### src/rtl/demux_pkg.sv
// demux_pkg: shared constants and state encoding for the registered
// 1-to-8 demultiplexer / serial-to-parallel collector.
//   N_OUT   : number of demux outputs (fixed at 8)
//   SEL_W   : width of the select and of the auto-mode index counter
//   state_t : collector state, IDLE (no partial auto frame) or FILL
package demux_pkg;

    localparam int N_OUT = 8;
    localparam int SEL_W = 3;

    typedef enum logic {
        IDLE = 1'b0,
        FILL = 1'b1
    } state_t;

endpackage

### src/rtl/demux_idx_cnt.sv
// demux_idx_cnt: wrapping auto-mode index counter.
// Ports:
//   clk     in   system clock
//   rst_n   in   asynchronous active-low reset, cnt -> 0
//   clr     in   synchronous return to index 0 (wins over inc)
//   inc     in   advance by one, wrapping N_OUT-1 -> 0
//   cnt     out  current index
//   at_last out  cnt is at the final index of a frame
module demux_idx_cnt
    import demux_pkg::*;
(
    input  logic             clk,
    input  logic             rst_n,
    input  logic             clr,
    input  logic             inc,
    output logic [SEL_W-1:0] cnt,
    output logic             at_last
);

    always_ff @(posedge clk or negedge rst_n) begin
        if (!rst_n) begin
            cnt <= '0;
        end else if (clr) begin
            cnt <= '0;
        end else if (inc) begin
            // Natural SEL_W-bit overflow gives the 7 -> 0 wrap.
            cnt <= cnt + 1'b1;
        end
    end

    assign at_last = (cnt == SEL_W'(N_OUT - 1));

endmodule

### src/rtl/demux_1_8_reg.sv
// demux_1_8_reg: registered 1-to-8 demux and serial-to-parallel collector.
// Ports:
//   clk         in   system clock
//   rst_n       in   asynchronous active-low reset
//   din         in   serial data bit
//   sel         in   output index used when auto=0
//   load        in   write strobe
//   auto        in   1 = internal counter index, 0 = sel index
//   clr         in   synchronous clear of y, cnt and state (not frame)
//   y           out  live demux register bank
//   frame       out  last completed auto-mode frame
//   frame_valid out  one-cycle pulse when frame updates
//   abort       out  one-cycle pulse when a partial auto frame is dropped
//   cnt         out  current auto index
//   busy        out  high while a partial auto frame is in progress (FILL)
//
// Handshake: load is a plain strobe with no back-pressure; din/sel/auto
// are sampled at every rising edge where load=1 and clr=0. frame_valid
// and abort are single-cycle strobes with no acknowledge.
module demux_1_8_reg
    import demux_pkg::*;
(
    input  logic             clk,
    input  logic             rst_n,
    input  logic             din,
    input  logic [SEL_W-1:0] sel,
    input  logic             load,
    input  logic             auto,
    input  logic             clr,
    output logic [N_OUT-1:0] y,
    output logic [N_OUT-1:0] frame,
    output logic             frame_valid,
    output logic             abort,
    output logic [SEL_W-1:0] cnt,
    output logic             busy
);

    state_t           state;
    logic             wr;
    logic             auto_wr;
    logic             man_wr;
    logic             man_abort;
    logic             at_last;
    logic [SEL_W-1:0] idx;

    // clr beats load: a write coinciding with clr is dropped.
    assign wr        = load & ~clr;
    assign auto_wr   = wr & auto;
    assign man_wr    = wr & ~auto;
    // A manual write during FILL discards the partial auto frame.
    assign man_abort = man_wr & (state == FILL);
    assign idx       = auto ? cnt : sel;

    demux_idx_cnt u_idx_cnt (
        .clk     (clk),
        .rst_n   (rst_n),
        .clr     (clr | man_abort | (auto_wr & at_last)),
        .inc     (auto_wr & ~at_last),
        .cnt     (cnt),
        .at_last (at_last)
    );

    always_ff @(posedge clk or negedge rst_n) begin
        if (!rst_n) begin
            y           <= '0;
            frame       <= '0;
            frame_valid <= 1'b0;
            abort       <= 1'b0;
            state       <= IDLE;
        end else begin
            frame_valid <= 1'b0;
            abort       <= 1'b0;
            if (clr) begin
                y     <= '0;
                state <= IDLE;
            end else if (wr) begin
                y[idx] <= din;
                if (man_abort) begin
                    abort <= 1'b1;
                    state <= IDLE;
                end else if (auto_wr) begin
                    if (at_last) begin
                        // Bit 7 arrives now; bits 6..0 are already in y.
                        frame       <= {din, y[N_OUT-2:0]};
                        frame_valid <= 1'b1;
                        state       <= IDLE;
                    end else begin
                        state <= FILL;
                    end
                end
            end
        end
    end

    assign busy = (state == FILL);

endmodule

### config.mk
export PLATFORM = sky130hd
export DESIGN_NAME = demux_1_8_reg
export DESIGN_NICKNAME = d
export VERILOG_FILES = /design/src/rtl/demux_pkg.sv /design/src/rtl/demux_idx_cnt.sv /design/src/rtl/demux_1_8_reg.sv
export SDC_FILE = /design/constraint.sdc
export NUM_CORES = 1
export LEC_CHECK = 0
export CAP_MARGIN = 10
export CORE_MARGIN = 2
export CORE_UTILIZATION = 35
export CTS_BUF_LIST = sky130_fd_sc_hd__clkbuf_8
export DETAILED_ROUTE_END_ITERATION = 16
export SYNTH_ARGS = -nofsm -noshare
export SYNTH_HDL_FRONTEND = slang
export SYNTH_SLANG_ARGS = --single-unit
### constraint.sdc
create_clock -name clk -period 3.23 [get_ports clk]
set_clock_uncertainty 0.1 [all_clocks]
set_input_delay 0.969 -clock clk [delete_from_list [all_inputs] [get_ports clk]]
set_output_delay 0.969 -clock clk [all_outputs]
set_load 0.03 [all_outputs]
==> impl_metrics.yaml <==
outcome:
  outcome: "finished, final reports clean"
layout:
  syn2layout_area_growth_pct: 35.96
  share_of_final_layout_standard_cells_stronger_than_drive_strength_1: 0.1913
  fin_util: 0.4983
  antennaDiodeCount: 0
  final_net_count: 127
setup_path:
  worst_path_largest_cell_delay_ps: 710
  crit_required_ps: 2160
  ff2ff_setup_slack_ps: 1530
  worstReg2RegEnd: "frame[2]$_DFFE_PN0P_"
  timing_worst_setup_path_type: "reg2out"
  timing.critical_path.fanout_max: 7
  cp.arrival_ps: 1440
  worst_setup_path_start_kind: "flop"
  critical_path_buf_inv_count: 1
  r2r-start: "u_idx_cnt.cnt[0]$_DFFE_PN0P_"
  reg2reg_depth: 4
  number_of_cells_on_the_critical_path: 1
  critical_path_cell_by_cell: "clkdlybuf4s50_1"
  timing.critical_path.slowest_stage_cell: "clkdlybuf4s50_1"
  critPathTopFamily: "buffers and inverters"
  critical_path.endpoint_type: "output port"
pwr:
  net_switching_share_of_the_total_power: 0.2413
  p_leak_nw: 0.7212
  pwr-share-comb: 0.126
  seqPwrFrac: 0.513
  clock_power_share: 0.361
  internal-power_mw: 0.4204
  power_per_cell_area_nw_per_um2: 367.2
  ir_worst_vdd_v: 0.0001812
  p_sw_mw: 0.1337
  fin_total_pwr_mw: 0.5541
yosys:
  synth_top_family_by_area: "multiplexers"
  synth_simple_gate_area_frac: 0.1759
  synth_largest_area_cell: "dfrtp_1"
  synth-seq-area-share: 0.4961
  synth.ff_latch_count: 22
  synthAdderAreaFrac: 0.02255
  synth_top_cell_area_share: 0.4961
  post_synth_mux_area_share: 0.1826
  synth_warnings: 0
  synthesis.instances: 83
  synth_area_leaders: "dfrtp_1 50%, mux2_2 10%, mux2i_1 8.1%, nand2b_1 5.1%, o211ai_1 4.1%"
  yosys.cell_types.count: 25
  yosys.area_share.xor_xnor: 0
  synthesis.area_per_instance_um2: 13.37
  synth-compound-area-share: 0.09245
  synth_fp_nets: 94
  netlist_area_um2: 1110
timing:
  postLayoutSetupSlackWorst_ps: 725.6
  timing.max_slew.rel_slack: 0.6698
  min_tclk_post_route_ps: 2504
  finalSetupTns_ps: 0
  report.final.slew_viol_count: 0
  fmax_ghz: 0.3993
  worst_pin_slew_ps: 493.7
  fin_crit_sh: 0.7753
  rsz0062_at_grt: "false"
  finalHoldViolCount: 0
  setup_viol: 0
route:
  final_antenna_net_count: 0
  drt-pass1-iter-count: 3
  postRouteWirelength_um: 2107
  wire_per_inst_um: 13.25
  dr_total_vias: 758
  drt-initial-drc-count: 9
  route.detailed.vias_per_inst: 4.767
  drcViolationCount: 0
die:
  total_number_of_placement_rows: 20
  number_of_placed_i_o_pins: 31
  die-area_um2: 3637
  die_width_um: 60.31
  coreArea_um2: 3028
  dieHeight_um: 60.31
  start_util: 0.3665
grt:
  grt_antenna_before_repair: 0
  grt_first_pass_wirelength_um: 3477
  grtUsageTotal: 0.1309
  grt_start_max_net_pins: 23
  globalRouteOverflowTotal: 0
  first_global_vias: 776
clocking:
  clk_pin_slew_ps: 80
  cts_resized: 0
  cts_post_setup_buffers_inserted: 0
  cts-buffers-inserted: 3
  cts.sinks: 22
  cts_hold_buf: 0
  tritoncts: "done"
  ctsHtreeMaxLevel: 1
  clock_latency_ps: 270
  cts_root_buffer: "clkbuf_8"
  cts_buffer_depth: 2
placement:
  dpl_worst_slack_ps: 468.4
  gp_congestion: 0.7995
  io_buffer_count: 30
  post-dp-hpwl_um: 1547
flow_run:
  max_cap_violations: 0
min_path:
  worstHoldPathType: "reg2reg"
  holdPathEnd: "frame[1]$_DFFE_PN0P_"
  whs_path_depth: 1
  hold_start: "frame[1]$_DFFE_PN0P_"
[layout make-up]
cell class                      count  area [um2]
Clock buffer                        4       55.05
Fill cell                         279        1519
Inverter                            2       7.507
Multi-Input combinational cell     55       525.5
Sequential cell                    22       550.5
Tap cell                           44       55.05
Timing Repair Buffer               32       315.3
[registers in the layout, summed over array words and instances, names as in the netlist]
name / flops
abort: 1
busy: 1
frame: 8
frame_valid: 1
u_idx_cnt.cnt: 3
y: 8
[per-layer routing]
metal,vias to the layer above,wire length (um),GRT usage
met3,4,96,0.02597
met2,20,1030,0.2220
li1,367,-,-
met1,367,960,0.1595
met5,-,0,0
met4,0,19,0.06032
[power by group through the flow]
stage | Combinational, mW | Clock, mW | Sequential (mW)
final | 0.0699 | 0.200 | 0.284
after global routing | 0.0758 | 0.213 | 0.285
after CTS | 0.0708 | 0.202 | 0.284
after detailed placement | 0.0706 | 0 | 0.290
after global placement | 0.0702 | 0 | 0.289
after floorplan | 0.0303 | 0 | 0.297
[worst max-delay path by stage]
stage,endpoint,slack [ps],start
after global routing,y[2]$_DFFE_PN0P_,610,auto
after global placement,y[6]$_DFFE_PN0P_,510,auto
after floorplan,u_idx_cnt.cnt[0]$_DFFE_PN0P_,1360,load
final,cnt[1],730,u_idx_cnt.cnt[1]$_DFFE_PN0P_
after detailed placement,y[6]$_DFFE_PN0P_,470,auto
after CTS,cnt[2],720,u_idx_cnt.cnt[2]$_DFFE_PN0P_
[synthesized netlist by cell type]
cell,instances
mux2_2,10
ha_1,2
a211oi_2,2
nand3_1,1
o211ai_1,6
clkbuf_1,1
nor3_1,1
and3b_1,2
nor3b_1,2
mux2i_1,9
buf_6,1
nor4b_1,1
nor4b_4,1
nor3b_2,1
nand3b_4,1
buf_1,1
nand2b_1,9
buf_4,1
nor2_1,2
inv_1,2
a21o_1,1
nand4b_4,1
dfrtp_1,22
o21a_1,1
a22o_1,2
[worst register-to-register path: cells and delay by family, from the launching register on]
kind / cells / cell delay [ps]
mux: 1 / 360
simple gates: 1 / 200
fa+ha+maj: 2 / 480
flops: 1 / 440
[kinds of logic after synthesis]
kind of cell	Yosys count
AOI/OAI and AO/OA	12
and+or+nand+nor	22
adders and majority gates	2
buffers and inverters	6
DFF	22
muxes	19
[layout by cell type (no fill, tap or decap), types with 2 or more instances in the layout]
cell	n
dfrtp_1	22
nor3b_1	2
ha_1	2
nor2_1	2
mux2_2	10
buf_4	2
o211ai_1	6
clkdlybuf4s50_1	30
mux2i_1	9
a22o_1	2
a211oi_2	2
inv_1	2
and3b_1	2
clkbuf_8	4
nand2b_1	9
[stage by stage]
stage          std cells  area (um2)  hold slack, ps
2_1_floorplan         83        1110           573.4
3_3_place_gp         155        1454           386.5
3_5_place_dp         155        1454           393.0
4_1_cts              159        1509           411.4
5_1_grt              159        1509           421.8
6_report             159        1509           406.6
Power figures use the tool's default switching activity.
